**src/rtl/scs16_mem_pkg.sv**
```systemverilog
// scs16_mem_pkg: shared dmem constants, LSU FSM states and access encodings.
// No ports; imported by dmem_lsu_if, dmem_lane_align and dmem_lsu.
package scs16_mem_pkg;
    localparam int DMEM_WIDTH    = 28;
    localparam int DMEM_ADD_SIZE = 11;
    localparam int DMEM_ADDR_W   = DMEM_ADD_SIZE + 1;
    typedef enum logic [1:0] {IDLE, ACCESS, CAPTURE, RESP} lsu_state_e;
    localparam logic [1:0] WEN_NONE = 2'b00;
    localparam logic [1:0] WEN_LO   = 2'b01;
    localparam logic [1:0] WEN_HI   = 2'b10;
    localparam logic [1:0] WEN_WORD = 2'b11;
    // Encoded so that the core's req_byte bit casts directly to the size.
    typedef enum logic {SIZE_WORD = 1'b0, SIZE_BYTE = 1'b1} size_e;
endpackage

```
**src/rtl/dmem_lsu_if.sv**
```systemverilog
// dmem_lsu_if: request/response channels between core and LSU plus the dmem port.
// Ports: none. Modports: slave = LSU view, master = core/dmem side (testbench).
interface dmem_lsu_if
    import scs16_mem_pkg::*;
#(
    parameter int WIDTH    = DMEM_WIDTH,
    parameter int ADD_SIZE = DMEM_ADD_SIZE,
    parameter int ADDR_W   = ADD_SIZE + 1
) ();
    logic                req_valid;
    logic                req_ready;
    logic                req_we;
    logic                req_byte;
    logic                req_sext;
    logic [ADDR_W-1:0]   req_addr;
    logic [15:0]         req_wdata;
    logic                rsp_valid;
    logic                rsp_ready;
    logic [15:0]         rsp_rdata;
    logic                rsp_err;
    logic                mem_cs;
    logic [1:0]          mem_wen;
    logic [ADD_SIZE-1:0] mem_address;
    logic [WIDTH-1:0]    mem_d;
    logic [WIDTH-1:0]    mem_q;
    modport slave (
        input  req_valid, req_we, req_byte, req_sext, req_addr, req_wdata, rsp_ready, mem_q,
        output req_ready, rsp_valid, rsp_rdata, rsp_err, mem_cs, mem_wen, mem_address, mem_d
    );
    modport master (
        output req_valid, req_we, req_byte, req_sext, req_addr, req_wdata, rsp_ready, mem_q,
        input  req_ready, rsp_valid, rsp_rdata, rsp_err, mem_cs, mem_wen, mem_address, mem_d
    );
endinterface

```
**src/rtl/dmem_lane_align.sv**
```systemverilog
// dmem_lane_align: combinational byte-lane steering for stores and lane extraction for loads.
// Ports: i_a0 byte-address bit0, i_size access size, i_sext sign-extend byte loads,
//        i_wdata store data, i_q memory read data, o_wen lane enables, o_d steered
//        store data, o_rdata aligned/extended load data.
module dmem_lane_align
    import scs16_mem_pkg::*;
(
    input  logic        i_a0,
    input  size_e       i_size,
    input  logic        i_sext,
    input  logic [15:0] i_wdata,
    input  logic [15:0] i_q,
    output logic [1:0]  o_wen,
    output logic [15:0] o_d,
    output logic [15:0] o_rdata
);
    logic [7:0] w_lane;
    always_comb begin
        o_wen   = (i_size == SIZE_WORD) ? WEN_WORD : (i_a0 ? WEN_HI : WEN_LO);
        // Byte stores replicate the byte so either lane enable picks it up.
        o_d     = (i_size == SIZE_WORD) ? i_wdata : {2{i_wdata[7:0]}};
        w_lane  = i_a0 ? i_q[15:8] : i_q[7:0];
        o_rdata = (i_size == SIZE_WORD) ? i_q : {{8{i_sext & w_lane[7]}}, w_lane};
    end
endmodule

```
**src/rtl/dmem_lsu.sv**
```systemverilog
// dmem_lsu: load/store initiator driving the dmem port for the scs16 core.
// Ports: clk, reset (async, active-high), bus (dmem_lsu_if.slave: req_* request
//        channel, rsp_* response channel, mem_* dmem port).
module dmem_lsu
    import scs16_mem_pkg::*;
#(
    parameter int WIDTH    = DMEM_WIDTH,
    parameter int ADD_SIZE = DMEM_ADD_SIZE,
    parameter int ADDR_W   = ADD_SIZE + 1
) (
    input  logic      clk,
    input  logic      reset,
    dmem_lsu_if.slave bus
);
    lsu_state_e          r_state, w_state_n;
    logic                r_cs, w_cs_n;
    logic [1:0]          r_wen, w_wen_n;
    logic [ADD_SIZE-1:0] r_address, w_address_n;
    logic [WIDTH-1:0]    r_d, w_d_n;
    logic                r_rsp_valid, w_rsp_valid_n;
    logic [15:0]         r_rdata, w_rdata_n;
    logic                r_err, w_err_n;
    logic                r_we, w_we_n;
    logic                r_a0, w_a0_n;
    size_e               r_size, w_size_n;
    logic                r_sext, w_sext_n;
    logic                w_a0;
    size_e               w_size;
    logic [1:0]          w_wen;
    logic [15:0]         w_d;
    logic [15:0]         w_rdata;
    logic                w_misaligned;
    logic                w_unused_q;

    // One aligner serves both directions: in IDLE it steers the incoming store,
    // afterwards it extracts from the latched request during CAPTURE.
    assign w_a0         = (r_state == IDLE) ? bus.req_addr[0] : r_a0;
    assign w_size       = (r_state == IDLE) ? size_e'(bus.req_byte) : r_size;
    assign w_misaligned = !bus.req_byte && bus.req_addr[0];
    assign w_unused_q   = ^bus.mem_q[WIDTH-1:16];

    dmem_lane_align u_align (
        .i_a0    (w_a0),
        .i_size  (w_size),
        .i_sext  (r_sext),
        .i_wdata (bus.req_wdata),
        .i_q     (bus.mem_q[15:0]),
        .o_wen   (w_wen),
        .o_d     (w_d),
        .o_rdata (w_rdata)
    );

    always_ff @(posedge clk or posedge reset) begin
        if (reset) begin
            r_state     <= IDLE;
            r_cs        <= 1'b0;
            r_wen       <= WEN_NONE;
            r_address   <= '0;
            r_d         <= '0;
            r_rsp_valid <= 1'b0;
            r_rdata     <= '0;
            r_err       <= 1'b0;
            r_we        <= 1'b0;
            r_a0        <= 1'b0;
            r_size      <= SIZE_WORD;
            r_sext      <= 1'b0;
        end else begin
            r_state     <= w_state_n;
            r_cs        <= w_cs_n;
            r_wen       <= w_wen_n;
            r_address   <= w_address_n;
            r_d         <= w_d_n;
            r_rsp_valid <= w_rsp_valid_n;
            r_rdata     <= w_rdata_n;
            r_err       <= w_err_n;
            r_we        <= w_we_n;
            r_a0        <= w_a0_n;
            r_size      <= w_size_n;
            r_sext      <= w_sext_n;
        end
    end

    always_comb begin
        w_state_n     = r_state;
        w_cs_n        = 1'b0;
        w_wen_n       = WEN_NONE;
        w_address_n   = r_address;
        w_d_n         = r_d;
        w_rsp_valid_n = r_rsp_valid;
        w_rdata_n     = r_rdata;
        w_err_n       = r_err;
        w_we_n        = r_we;
        w_a0_n        = r_a0;
        w_size_n      = r_size;
        w_sext_n      = r_sext;
        case (r_state)
            IDLE: begin
                if (bus.req_valid && w_misaligned) begin
                    w_state_n     = RESP;
                    w_rsp_valid_n = 1'b1;
                    w_err_n       = 1'b1;
                    w_rdata_n     = '0;
                end else if (bus.req_valid) begin
                    w_state_n   = ACCESS;
                    w_cs_n      = 1'b1;
                    w_wen_n     = bus.req_we ? w_wen : WEN_NONE;
                    w_address_n = bus.req_addr[ADDR_W-1:1];
                    w_d_n       = bus.req_we ? {{(WIDTH-16){1'b0}}, w_d} : r_d;
                    w_we_n      = bus.req_we;
                    w_a0_n      = bus.req_addr[0];
                    w_size_n    = size_e'(bus.req_byte);
                    w_sext_n    = bus.req_sext;
                end
            end
            ACCESS: begin
                w_state_n     = r_we ? RESP : CAPTURE;
                w_rsp_valid_n = r_we;
                w_err_n       = 1'b0;
                w_rdata_n     = '0;
            end
            CAPTURE: begin
                w_state_n     = RESP;
                w_rsp_valid_n = 1'b1;
                w_err_n       = 1'b0;
                w_rdata_n     = w_rdata;
            end
            RESP: begin
                w_state_n     = bus.rsp_ready ? IDLE : RESP;
                w_rsp_valid_n = !bus.rsp_ready;
            end
            default: w_state_n = IDLE;
        endcase
    end

    assign bus.req_ready   = (r_state == IDLE);
    assign bus.rsp_valid   = r_rsp_valid;
    assign bus.rsp_rdata   = r_rdata;
    assign bus.rsp_err     = r_err;
    assign bus.mem_cs      = r_cs;
    assign bus.mem_wen     = r_wen;
    assign bus.mem_address = r_address;
    assign bus.mem_d       = r_d;
endmodule

```
**src/flat_wrapper.sv**
```systemverilog
// flat-port wrapper written by rule: the top's interface ports become plain ports
module dmem_lsu_flat import scs16_mem_pkg::*;
#(
    parameter int WIDTH    = DMEM_WIDTH,
    parameter int ADD_SIZE = DMEM_ADD_SIZE,
    parameter int ADDR_W   = ADD_SIZE + 1
)
  (clk, reset, bus_req_valid, bus_req_we, bus_req_byte, bus_req_sext, bus_req_addr, bus_req_wdata, bus_rsp_ready, bus_mem_q, bus_req_ready, bus_rsp_valid, bus_rsp_rdata, bus_rsp_err, bus_mem_cs, bus_mem_wen, bus_mem_address, bus_mem_d);
  dmem_lsu_if #(.WIDTH(WIDTH), .ADD_SIZE(ADD_SIZE), .ADDR_W(ADDR_W)) bus_i ();
  input  logic clk;
  input  logic reset;
  input wire logic [$bits(bus_i.req_valid)-1:0] bus_req_valid;
  input wire logic [$bits(bus_i.req_we)-1:0] bus_req_we;
  input wire logic [$bits(bus_i.req_byte)-1:0] bus_req_byte;
  input wire logic [$bits(bus_i.req_sext)-1:0] bus_req_sext;
  input wire logic [$bits(bus_i.req_addr)-1:0] bus_req_addr;
  input wire logic [$bits(bus_i.req_wdata)-1:0] bus_req_wdata;
  input wire logic [$bits(bus_i.rsp_ready)-1:0] bus_rsp_ready;
  input wire logic [$bits(bus_i.mem_q)-1:0] bus_mem_q;
  output wire logic [$bits(bus_i.req_ready)-1:0] bus_req_ready;
  output wire logic [$bits(bus_i.rsp_valid)-1:0] bus_rsp_valid;
  output wire logic [$bits(bus_i.rsp_rdata)-1:0] bus_rsp_rdata;
  output wire logic [$bits(bus_i.rsp_err)-1:0] bus_rsp_err;
  output wire logic [$bits(bus_i.mem_cs)-1:0] bus_mem_cs;
  output wire logic [$bits(bus_i.mem_wen)-1:0] bus_mem_wen;
  output wire logic [$bits(bus_i.mem_address)-1:0] bus_mem_address;
  output wire logic [$bits(bus_i.mem_d)-1:0] bus_mem_d;
  assign bus_i.req_valid = bus_req_valid;
  assign bus_i.req_we = bus_req_we;
  assign bus_i.req_byte = bus_req_byte;
  assign bus_i.req_sext = bus_req_sext;
  assign bus_i.req_addr = bus_req_addr;
  assign bus_i.req_wdata = bus_req_wdata;
  assign bus_i.rsp_ready = bus_rsp_ready;
  assign bus_i.mem_q = bus_mem_q;
  assign bus_req_ready = bus_i.req_ready;
  assign bus_rsp_valid = bus_i.rsp_valid;
  assign bus_rsp_rdata = bus_i.rsp_rdata;
  assign bus_rsp_err = bus_i.rsp_err;
  assign bus_mem_cs = bus_i.mem_cs;
  assign bus_mem_wen = bus_i.mem_wen;
  assign bus_mem_address = bus_i.mem_address;
  assign bus_mem_d = bus_i.mem_d;
  dmem_lsu #(.WIDTH(WIDTH), .ADD_SIZE(ADD_SIZE), .ADDR_W(ADDR_W)) u_core (.clk(clk), .reset(reset), .bus(bus_i));
endmodule
```
**config.mk**
```make
export PLATFORM = sky130hd
export DESIGN_NAME = dmem_lsu_flat
export DESIGN_NICKNAME = d
export VERILOG_FILES = /design/src/rtl/scs16_mem_pkg.sv /design/src/rtl/dmem_lsu_if.sv /design/src/rtl/dmem_lane_align.sv /design/src/rtl/dmem_lsu.sv /design/src/flat_wrapper.sv
export SDC_FILE = /design/constraint.sdc
export NUM_CORES = 1
export LEC_CHECK = 0
export BUFFER_PORTS_ARGS = -buffer_cell sky130_fd_sc_hd__buf_2
export CAP_MARGIN = 20
export CORE_ASPECT_RATIO = 1.1
export CORE_UTILIZATION = 50
export CTS_CLUSTER_DIAMETER = 40
export DETAILED_ROUTE_END_ITERATION = 7
export PLACE_DENSITY = 0.86
export SLEW_MARGIN = 20
export SYNTH_ARGS = -nofsm -noshare
export SYNTH_HDL_FRONTEND = slang
export SYNTH_SLANG_ARGS = --single-unit
export TNS_END_PERCENT = 30
```
**constraint.sdc**
```tcl
create_clock -name clk -period 2.74 [get_ports clk]
set_input_delay 0.137 -clock clk [delete_from_list [all_inputs] [get_ports clk]]
set_output_delay 0.137 -clock clk [all_outputs]
set_load 0.05 [all_outputs]
```
## After elaboration in Yosys (flattened, before gate mapping)

Index checks and enable logic that the tools add are counted.

- Output and inout port bits: 61
- Bits in registers: 54
- Word-level logic and storage cells: 55

- Bitwise operators: 2
- Eq/ne operators: 5
- Reductions and logical operators: 12
- Multiplexer cells: 24

Operator list:

| operator | number |
|---|---|
| 2-to-1 mux 16 bit | 3 |
| one-hot mux 16 bit (3 select lines) | 1 |
| 2-to-1 mux 2 bit | 9 |
| 2-to-1 mux 8 bit | 1 |
| one-hot mux 2 bit (4 select lines) | 1 |
| 2-to-1 mux 1 bit | 7 |
| == test 2 bit (second input constant) | 2 |
| one-hot mux 1 bit (4 select lines) | 1 |
| AND reduction 2 bit | 2 |
| AND reduction 4 bit | 1 |
| inequality test 3 x 2 -> 1 bit (second input constant) | 1 |
| AND reduction 3 bit | 1 |
| nonzero test 3 bit | 1 |
| == test 2 x 1 -> 1 bit (second input constant) | 1 |
| logical AND 1 bit | 2 |
| zero test 1 bit | 2 |
| zero test 2 bit | 1 |
| inequality test 2 x 1 -> 1 bit (second input constant) | 1 |
| one-hot mux 1 bit (2 select lines) | 1 |
| nonzero test 2 bit | 1 |
| OR reduction 2 bit | 1 |
| bitwise AND 1 bit | 1 |
| inverter 1 bit | 1 |

## Logic depth before layout (Yosys ltp)

Gate-level depths: netlist (run 1).

- Depth in word-level cells: 8
- Gate-level depth with buffers: 8

## By module

Synthesis (run 1) repeated with hierarchy kept, for this count alone.

- Cells, all modules: 238
- Area, all modules: 2806.4 um2

By module, submodules not included:

| module | area each (um2) | sequential area each (um2) | instances | cells an instance |
|---|---|---|---|---|
| dmem_lsu | 2419.8 | 1351.3 | 1 | 190 |
| dmem_lane_align | 386.6 | 0.0 | 1 | 48 |

## Worst setup path before layout (run 1)

OpenSTA, ideal clock, no wires.

- Path type: register -> register
- Start: reg u_core.r_state[0]
- End: reg u_core.r_d[15] (netlist: u_core.bus.mem_d[15])
- Data required time: 2.617 ns
- Clock period less this slack: 2.150 ns
- Buffers on the path: 1
- Setup slack: 0.590 ns
- Arrival time: 2.027 ns
- Cell stages (with the launch flop): 7
- Path through: dfrtp_1 -> inv_1 -> ha_1 -> mux2i_4 -> buf_4 -> mux2i_1 -> o21ai_1

- Cells in the longest elaborated chain, start to end: 3
- Elaborated cells between the ends (all ways): 4

RTL lines:

| what | line | RTL |
|---|---|---|
| start: declaration | dmem_lsu.sv:15 | `lsu_state_e r_state, w_state_n;` |
| start signal: assignment | dmem_lsu.sv:68 | `r_state <= w_state_n;` |
| zero test 2 bit (*) | n/a |  |
| named net bus_req_ready | flat_wrapper.sv:20 | `output wire logic [$bits(bus_i.req_ready)-1:0] bus_req_ready;` |
| 2-to-1 mux 1 bit | dmem_lsu.sv:38 | `assign w_size = (r_state == IDLE) ? size_e'(bus.req_byte) : r_size;` |
| 2-to-1 mux 16 bit | dmem_lane_align.sv:21 | `o_d = (i_size == SIZE_WORD) ? i_wdata : {2{i_wdata[7:0]}};` |
| end signal: assignment | dmem_lsu.sv:72 | `r_d <= w_d_n;` |
| end: declaration | dmem_lsu.sv:19 | `logic [WIDTH-1:0] r_d, w_d_n;` |

The timed path passes the listed nets; every way through them passes the cells marked *.
A chain may end at the register's enable or synchronous reset.

## Worst setup path in the final report (run 1)

- Start: reg u_core.r_state[0]
- End: reg u_core.r_rdata[9] (netlist: u_core.bus.rsp_rdata[9])

- Cells in the longest elaborated chain, start to end: 6
- Elaborated cells between the ends (all ways): 12

RTL lines:

| what | line | RTL |
|---|---|---|
| zero test 2 bit | dmem_lsu.sv:37, dmem_lsu.sv:38, dmem_lsu.sv:96 |  |
| 2-to-1 mux 1 bit | dmem_lsu.sv:37 | `assign w_a0 = (r_state == IDLE) ? bus.req_addr[0] : r_a0;` |
| 2-to-1 mux 8 bit | dmem_lane_align.sv:22 | `w_lane = i_a0 ? i_q[15:8] : i_q[7:0];` |
| bitwise AND 1 bit | dmem_lane_align.sv:23 | `o_rdata = (i_size == SIZE_WORD) ? i_q : {{8{i_sext & w_lane[7]}}, w_lane};` |
| 2-to-1 mux 16 bit | dmem_lane_align.sv:23 |  |
| one-hot mux 16 bit (3 select lines) | dmem_lsu.sv:96 | `case (r_state)` |
| end signal: assignment | dmem_lsu.sv:74 | `r_rdata <= w_rdata_n;` |
| end: declaration | dmem_lsu.sv:21 | `logic [15:0] r_rdata, w_rdata_n;` |

Several ways; a longest one is shown, not always the timed one.

==> metrics.txt, run 1 <==
Die W 70.4 um; Pre-antenna DRT Iters 4; Num CTS Buffers 5; WL met3 around 280 um; sequential fraction of the synthesis area 0.525; worst hold margin 0.0604 ns; Reg2Reg Depth 7; grt ovf 0; GP Congestion about 0.81; Hold Violations, Final 0; Required @ worst endpoint ~2.9 ns; starting density of the core 0.518; outcome completed; pin count of the biggest net entering global routing 32; layout cells sized above 1 0.437; crit path kind register to register; Hold Crit Depth 2; placed inst area approximately 3000 sq um; period utilization 0.735; Hold-fix buffers, CTS 1; FF+latch count, synth 54; Die Y-Extent between 70 and 80 um; Setup-failing EPs final 0; Max Slew Vio Count 0; Residual DRC 0; nets a little under 400; worst-case clock buffer depth 2; f_max 497 MHz; vias per inst just over 5; Post-synth EDFFs 0; Max-slew headroom 0.574; top-count cell post-synth dfrtp_1; Syn-to-layout area delta 22.7%; ANT nets after route 0; Rows 27; Final Skew 0.00671 ns; Leakage around 1.6 nW; Mapped Cells approximately 220; syn_area_per_cell around 12 sq um; number of I/O pins approximately 120; number of synthesis warnings 0; first-pass GRT wire length roughly 8600 um; worst-margin pin slew 0.638 ns; Ant. Diodes 0; Max VDD drop around 0.72 mV; HP Class primary input to register; CP max FO 14; wire per inst approximately 13 um; ys flop type dfrtp_1; number of global-route vias before repair 1913; Iter 0 DRT Violations 89; Clock Latency Late Sink roughly 0.3 ns; Port-buffer cells 99; Core Footprint around 5000 sq um; share of the synthesized area in the top cell type 0.525; full die area about 5400 sq um; Detailed Route WL ~5100 um; post-layout minimum cycle time around 2.0 ns; clock net sink count 54; wire length on met1 between 2000 and 2500 um; RSZ-0062 raised after global routing no; Clock transition at path regs 0.10 ns; setup TNS 0 ns; Synth area leaders dfrtp_1 (53%), mux2_2 (8.8%), mux2i_1 (5.8%); gr usage total 0.200; cell taking the most area after synthesis dfrtp_1; pwr dens about 1400 nW/um^2; CP Launch Type register; commonest cells in the netlist dfrtp_1 (54), nand2_1 (28), mux2_2 (20), buf_4 (16), mux2i_1 (15); H-tree depth 2; antenna violations before repair 0; Crit. End Element register; Resize count post-CTS 0; root buf cell clkbuf_8; met2 wire len between 2000 and 3000 um; Top Metal Used met4; hpwl dp 3960 um; post-CTS setup buffer count 0; CTS tree done; crit path DAT about 2.2 ns; max cap viols 0; Cell Area, Synth ~2600 sq um; Cell variety after synth 40; ys async rst share 1.00; Final Instance Area 3160 sq um; via count about 2000
## stage by stage
| stage | setup WS, ns | power [mW] | instances | utilization |
|---|---|---|---|---|
| floorplan | 0.590 | 3.59 | 232 | - |
| global placement | 0.782 | 4.06 | 372 | 0.615 |
| detailed placement | 0.729 | 4.13 | 372 | 0.615 |
| CTS | 0.708 | 4.59 | 381 | 0.636 |
| global route | 0.586 | 4.83 | 381 | 0.636 |
| finish | 0.727 | 4.56 | 381 | 0.636 |
## power by group
part | total [mW] | internal (mW) | switching (mW)
clock | 0.465 | 0.209 | 0.255
sequential | 1.36 | 1.16 | 0.200
combinational | 2.73 | 0.763 | 1.97
total | 4.56 | 2.13 | 2.43
## metal layers
metal	vias up	track usage
li1	942	-
met1	940	0.252
met2	77	0.332
met3	15	0.0381
met4	0	0.0860
met5	-	0
## registers in the layout, summed over array words and instances (netlist names)
signal,flops
u_core.bus.mem_address,11
u_core.bus.mem_cs,1
u_core.bus.mem_d,16
u_core.bus.mem_wen,2
u_core.bus.rsp_err,1
u_core.bus.rsp_rdata,16
u_core.bus.rsp_valid,1
u_core.r_a0,1
u_core.r_sext,1
u_core.r_size,1
u_core.r_state,2
u_core.r_we,1
## worst max-delay path, cell delays in order (launching register included)
cell and delay (ns):
dfrtp_1 0.44, inv_1 0.09, ha_1 0.27, buf_4 0.20, nand2b_2 0.21, or3_1 0.36
o2111ai_4 0.19, o31ai_1 0.14
## cell families (layout without fill, tap and decap cells)
group	Yosys count	in the layout	share of synthesized area
flops	54	54	0.525
simple gates	50	50	0.0977
compound gates	46	46	0.119
mux	37	37	0.159
buf+inv	28	119	0.0739
fa+ha+maj	5	5	0.0243
other cells	1	12	0.00146
## final cells by class
cell class	instances	area [sq um]
Multi-Input combinational cell	150	1070
Tap cell	58	72.6
Sequential cell	54	1350
Clock buffer	7	86.3
Inverter	6	22.5
Clock inverter	1	8.76
Timing Repair Buffer	105	543
Fill cell	418	1810
## path summary, 6_finish.rpt
path	slack, ns	start	end
worst max-delay path	0.73	u_core.r_state[0]	u_core.bus.rsp_rdata[9]
worst min-delay path	0.06	bus_req_addr[5]	u_core.bus.mem_address[4]
worst max register to register	0.73	u_core.r_state[0]	u_core.bus.rsp_rdata[9]
worst min register to register	0.48	u_core.bus.rsp_rdata[12]	u_core.bus.rsp_rdata[12]
max in group asynchronous	1.51	reset	u_core.r_size
min in group asynchronous	0.46	reset	u_core.bus.mem_wen[0]
## placed cells by master (no fill, tap or decap), drive strengths merged
cell type,n
mux2,21
nor2,6
o31ai,10
nand2b,2
o21a,1
o2bb2ai,1
nand3b,2
nor2b,4
inv,7
a21o,1
a22oi,1
nand4b,1
and3,1
clkbuf,7
buf,104
and2,2
ha,5
nand2,28
nor4,1
o22ai,1
o21ai,19
o2111ai,1
or3,1
nand3,2
conb,12
mux2i,16
dlygate4sd3,1
dfrtp,54
a21oi,11
(Power assumes the default switching activity.)
==> run 2: changes to the inputs <==
Settings changed: CORE_UTILIZATION 50 to 46, PLACE_DENSITY 0.86 to 0.8.
Clock period 2.74 ns to 2.1 ns, I/O delays scaled along.
==> run 2 against run 1 <==
- die area up 8.5%
- sequential cell count unchanged
- critical path type unchanged
- clock power is 29% higher
- non-clock buffer count grew 2
- maximum frequency up 11%
- largest cell class unchanged
- via count decreased by 0.35%
- clock-buffer cell count shrank 1
- critical path depth is 1 lower
- sequential power up 31%
- combinational power is 33% higher
- register-to-register slack worse by 0.45 ns
==> metrics.txt, run 2 (same netlist as run 1, synthesis figures left out) <==
gr usage total 0.191 (was 0.200); pre-CTS WS 0.147 ns (was 0.729 ns); Layout fillers 482 (was 418); first-pass GRT wire length 8690 um (was 8620 um); HP Class primary input to register (unchanged); Max VDD drop 0.971 mV (was 0.724 mV); Required @ worst endpoint 2.31 ns (was 2.92 ns); root buf cell clkbuf_8 (unchanged); ANT nets after route 0 (unchanged); number of global-route vias before repair 1918 (was 1913); f_max 549 MHz (was 497 MHz); Crit. End Element register (unchanged); Leakage 1.64 nW (was 1.63 nW); Die Y-Extent 80.5 um (was 77.2 um); R2R Setup Slk 0.28 ns (was 0.73 ns); Core Footprint 5400 sq um (was 4970 sq um); Final Skew 0.00607 ns (was 0.00671 ns); period utilization 0.868 (was 0.735); grt ovf 0 (unchanged); antenna violations before repair 0 (unchanged); Port-buffer cells 99 (unchanged); RSZ-0062 raised after global routing no (unchanged); setup TNS 0 ns (unchanged); crit path kind register to register (unchanged); CP Launch Type register (unchanged); GP Congestion 0.774 (was 0.812); Clock transition at path regs 0.10 ns (about the same); Finished Layout Cells 400 (was 381); hold path startpoint bus_req_addr[5] (unchanged); via count 1967 (was 1974); final setup margin 0.278 ns (was 0.727 ns); clock net sink count 54 (unchanged); max cap viols 0 (unchanged); Rows 28 (was 27); CTS tree done (unchanged); starting density of the core 0.477 (was 0.518); Hold Violations, Final 0 (unchanged); Hold Crit Depth 2 (unchanged); pin count of the biggest net entering global routing 27 (was 32); Die W 73.3 um (was 70.4 um); vias per inst 4.92 (was 5.18); nets 392 (was 390); Max Slew Vio Count 0 (unchanged); post-CTS setup buffer count 0 (unchanged); Ant. Diodes 0 (unchanged); full die area 5900 sq um (was 5440 sq um); H-tree depth 2 (unchanged); layout cells sized above 1 0.446 (was 0.437); R2R Path End u_core.bus.rsp_rdata[11] (was u_core.bus.rsp_rdata[9]); worst-case clock buffer depth 2 (unchanged); wire per inst 13.1 um (was 13.5 um); CP max FO 15 (was 14); Pre-antenna DRT Iters 4 (unchanged); hpwl dp 4000 um (was 3960 um); crit path DAT 2.03 ns (was 2.19 ns); most frequent cells in the layout buf_2 (99), dfrtp_1 (54), nand2_1 (28), mux2_2 (20), mux2i_1 (15) (unchanged); Num CTS Buffers 5 (unchanged); Reg2Reg Depth 6 (was 7); post-layout minimum cycle time 1.82 ns (was 2.01 ns); Detailed Route WL 5260 um (was 5130 um); Syn-to-layout area delta 24.6% (was 22.7%); Iter 0 DRT Violations 52 (was 89); Residual DRC 0 (unchanged); Worst Hold End u_core.bus.mem_address[4] (unchanged); reg-to-reg startpoint u_core.r_state[0] (unchanged); pwr dens 1870 nW/um^2 (was 1440 nW/um^2); commonest non-fill, non-tap cell in the layout buf_2 (unchanged); Setup-failing EPs final 0 (unchanged); Clock Latency Late Sink 0.30 ns (about the same); outcome completed (unchanged); cell count after placement 391 (was 372); number of I/O pins 124 (unchanged)
run 2: routing by layer:
metal | global-route usage | part of all wire | vias up
li1 | - | - | 945
met1 | 0.247 | 0.43 | 945
met2 | 0.318 | 0.50 | 69
met3 | 0.0489 | 0.059 | 8
met4 | 0.0538 | 0.013 | 0
met5 | 0 | 0 | -
run 2: final cells by class:
class | count | area [sq um] | area share
Clock inverter | 2 | 12.5 | 0.00390
Sequential cell | 54 | 1350 | 0.421
Timing Repair Buffer | 107 | 558 | 0.174
Inverter | 6 | 22.5 | 0.00702
Multi-Input combinational cell | 150 | 1090 | 0.339
Tap cell | 75 | 93.8 | 0.0293
Clock buffer | 6 | 82.6 | 0.0258
run 2: critical path: stages, from the launching register on:
cell and delay, ns:
dfrtp_1 0.43, inv_1 0.14, ha_4 0.26, nand2b_2 0.20
o21a_1 0.20, o2111ai_4 0.20, o31ai_1 0.30
run 2: stage by stage:
step	util	instance area [sq um]	hold WS, ns	power, mW
CTS	0.593	3200	0.00980	6.03
global route	0.594	3210	0.00830	6.36
finish	0.594	3210	0.0143	6.01
detailed placement	0.573	3090	0.103	5.42
global placement	0.573	3090	0.0951	5.33
floorplan	-	2620	0.194	4.69
run 2: report_power, final:
| group | internal (mW) | leakage [nW] | switching (mW) |
|---|---|---|---|
| clock network | 0.266 | 0.0472 | 0.334 |
| registers | 1.52 | 0.682 | 0.260 |
| logic | 1.03 | 0.910 | 2.59 |
| total | 2.82 | 1.64 | 3.19 |
run 2: worst max path at each step:
stage	from	endpoint	cells after the start
final	u_core.r_state[0]	u_core.bus.rsp_rdata[11]	6
after global routing	u_core.r_state[0]	u_core.bus.rsp_rdata[11]	6
after CTS	u_core.r_state[0]	u_core.bus.rsp_rdata[11]	6
after detailed placement	u_core.r_state[0]	u_core.bus.rsp_rdata[11]	6
after global placement	u_core.r_state[0]	u_core.bus.mem_d[1]	5
after floorplan	u_core.r_state[0]	u_core.bus.mem_d[15]	6
run 2: timing repair:
action | 4_1_cts | 5_1_grt
endpoints found under the setup margin | 0 | 2
gates resized for setup | 0 | 1
hold buffers | 1 | 0
endpoints found under the hold margin | 16 | 0
==> run 3: changes to the inputs <==
Settings changed: CORE_UTILIZATION 46 to 42, PLACE_DENSITY 0.8 to 0.77.
Clock period 2.1 ns to 1.6 ns, I/O delays scaled along.
==> run 3 against run 2 <==
- critical path type unchanged
- global-route usage decreased by 0.69 points
- largest power group unchanged
- combinational power increased by 50%
- maximum frequency increased by 11%
- critical endpoint is now u_core.bus.rsp_rdata[12]
- the flow now finishes with violations (negative setup slack)
- non-clock buffer count increased by 23
- routed wire length increased by 6.7%
- setup slack got worse by 0.32 ns
==> metrics.txt, run 3 (same netlist as run 1, synthesis figures left out) <==
Rows 29 (was 28); Port-buffer cells 99 (unchanged); Pre-antenna DRT Iters 4 (unchanged); CP max FO 7 (was 15); WP buf/inv 1 (unchanged); layout cells sized above 1 0.510 (was 0.446); root buf cell clkbuf_8 (unchanged); Crit-path slowest cell dfrtp_1 (unchanged); clock net sink count 54 (unchanged); Core Footprint 5840 sq um (was 5400 sq um); via count 2030 (was 1967); R2R Path End u_core.bus.rsp_rdata[12] (was u_core.bus.rsp_rdata[11]); H-tree depth 2 (unchanged); Leakage 1.78 nW (was 1.64 nW); Residual DRC 0 (unchanged); Crit path max-delay family simple AND/OR/NAND/NOR gates (was compound AO/OA/AOI/OAI gates); Finished Layout Cells 426 (was 400); Reg2Reg Depth 6 (unchanged); critical path endpoint u_core.bus.rsp_rdata[12] (was u_core.bus.rsp_rdata[11]); wire per inst 13.2 um (was 13.1 um); Layout fillers 490 (was 482); violated checks negative setup slack; max cap viols 0 (unchanged); Worst path max stage delay 0.40 ns (was 0.43 ns); worst-case clock buffer depth 2 (unchanged); Crit. End Element register (unchanged); Max Slew Vio Count 0 (unchanged); ANT nets after route 0 (unchanged); global-route track usage on met2 0.320 (was 0.318); RSZ-0062 raised after global routing yes (was no); f_max 607 MHz (was 549 MHz); Final Skew 0.00624 ns (was 0.00607 ns); Required @ worst endpoint 1.79 ns (was 2.31 ns); pwr dens 2410 nW/um^2 (was 1870 nW/um^2); layer with the highest usage met2 (unchanged); pin count of the biggest net entering global routing 35 (was 27); Ant. Diodes 0 (unchanged); hpwl dp 4110 um (was 4000 um); Crit path depth 6 (unchanged); Setup-failing EPs final 11 (was 0); gr usage total 0.185 (was 0.191); reg-to-reg startpoint u_core.r_state[0] (unchanged); nets 416 (was 392); Hold Violations, Final 0 (unchanged); CP Cell Sequence inv_2 -> ha_4 -> nand2b_2 -> or3_4 -> o2111ai_4 -> o31ai_1 (was inv_1 -> ha_4 -> nand2b_2 -> o21a_1 -> o2111ai_4 -> o31ai_1); most frequent cells in the layout buf_2 (98), dfrtp_1 (54), nand2_1 (28), mux2_2 (20) (was buf_2 (99), dfrtp_1 (54), nand2_1 (28), mux2_2 (20), mux2i_1 (15)); Num CTS Buffers 5 (unchanged); number of I/O pins 124 (unchanged); vias per inst 4.77 (was 4.92); Clock Latency Late Sink 0.30 ns (about the same); commonest non-fill, non-tap cell in the layout buf_2 (unchanged); CP Launch Type register (unchanged); first-pass GRT wire length 9370 um (was 8690 um); setup TNS -0.271 ns (was 0 ns); Syn-to-layout area delta 38.4% (was 24.6%); grt met3 use 0.0448 (was 0.0489); final setup margin -0.0462 ns (was 0.278 ns); Detailed Route WL 5610 um (was 5260 um); cell count after placement 407 (was 391); antenna violations before repair 0 (unchanged); period utilization 1.03 (was 0.868); Clock transition at path regs 0.09 ns (was 0.10 ns); Die Y-Extent 84.1 um (was 80.5 um); Critical Path Source u_core.r_state[0] (unchanged); GP Congestion 0.789 (was 0.774); outcome finished with violations (was completed); CTS tree done (unchanged); post-layout minimum cycle time 1.65 ns (was 1.82 ns); Iter 0 DRT Violations 43 (was 52); starting density of the core 0.441 (was 0.477); number of global-route vias before repair 2018 (was 1918); Max VDD drop 1.52 mV (was 0.971 mV); crit path DAT 1.84 ns (was 2.03 ns); HP Class primary input to register (unchanged); crit path kind register to register (unchanged); pre-CTS WS -0.0439 ns (was 0.147 ns); met1 Use GR 0.223 (was 0.247); Final Power 8.57 mW (was 6.01 mW); full die area 6450 sq um (was 5900 sq um); R2R Setup Slk -0.05 ns (was 0.28 ns); Die W 76.6 um (was 73.3 um); grt ovf 0 (unchanged)
run 3: worst min-delay path by stage:
stage | startpoint | slack, ns | cells past startpoint | endpoint
finish | bus_req_addr[7] | 0.005 | 2 | u_core.bus.mem_address[6]
global route | bus_req_addr[10] | 0.0009 | 2 | u_core.bus.mem_address[9]
CTS | bus_req_wdata[4] | 0.0003 | 2 | u_core.bus.mem_d[4]
detailed placement | reset | 0.12 | 2 | u_core.bus.mem_d[9]
global placement | reset | 0.11 | 2 | u_core.bus.mem_d[0]
floorplan | bus_req_valid | 0.17 | 1 | u_core.r_state[1]
run 3: cell type report:
cell class	instances	area [sq um]	area share
multi-input combinational	151	1180	0.331
clock buffer	6	82.6	0.0232
inverter	6	22.5	0.00632
tap	77	96.3	0.0271
timing repair buffer	130	816	0.229
clock inverter	2	12.5	0.00351
sequential	54	1350	0.379
run 3: metal layers:
layer | wire [um] | up-vias
met3 | 324 | 7
met2 | 2890 | 66
met1 | 2320 | 962
li1 | - | 995
met4 | 75 | 0
met5 | 0 | -
run 3: power breakdown:
part | internal (mW) | total (mW) | switching, mW
registers | 1.99 | 2.33 | 0.342
logic | 1.81 | 5.45 | 3.64
clock network | 0.349 | 0.787 | 0.438
run 3: timing repair:
| action | 4_1_cts | 5_1_grt |
|---|---|---|
| setup buffers | 0 | 1 |
| hold buffers | 7 | 1 |
| pin swaps | 1 | 7 |
| gates cloned | 1 | 1 |
| gates resized for setup | 3 | 24 |
| endpoints found under the hold margin | 26 | 1 |
| endpoints found under the setup margin | 9 | 32 |
run 3: metrics by stage:
step                      hold slack [ns]  area, sq um  utilization
final                             0.00503         3560        0.610
after global routing             0.000860         3560        0.610
after CTS                        0.000316         3460        0.592
after detailed placement            0.116         3270        0.559
after global placement              0.115         3270        0.559
after floorplan                     0.169         2640            -
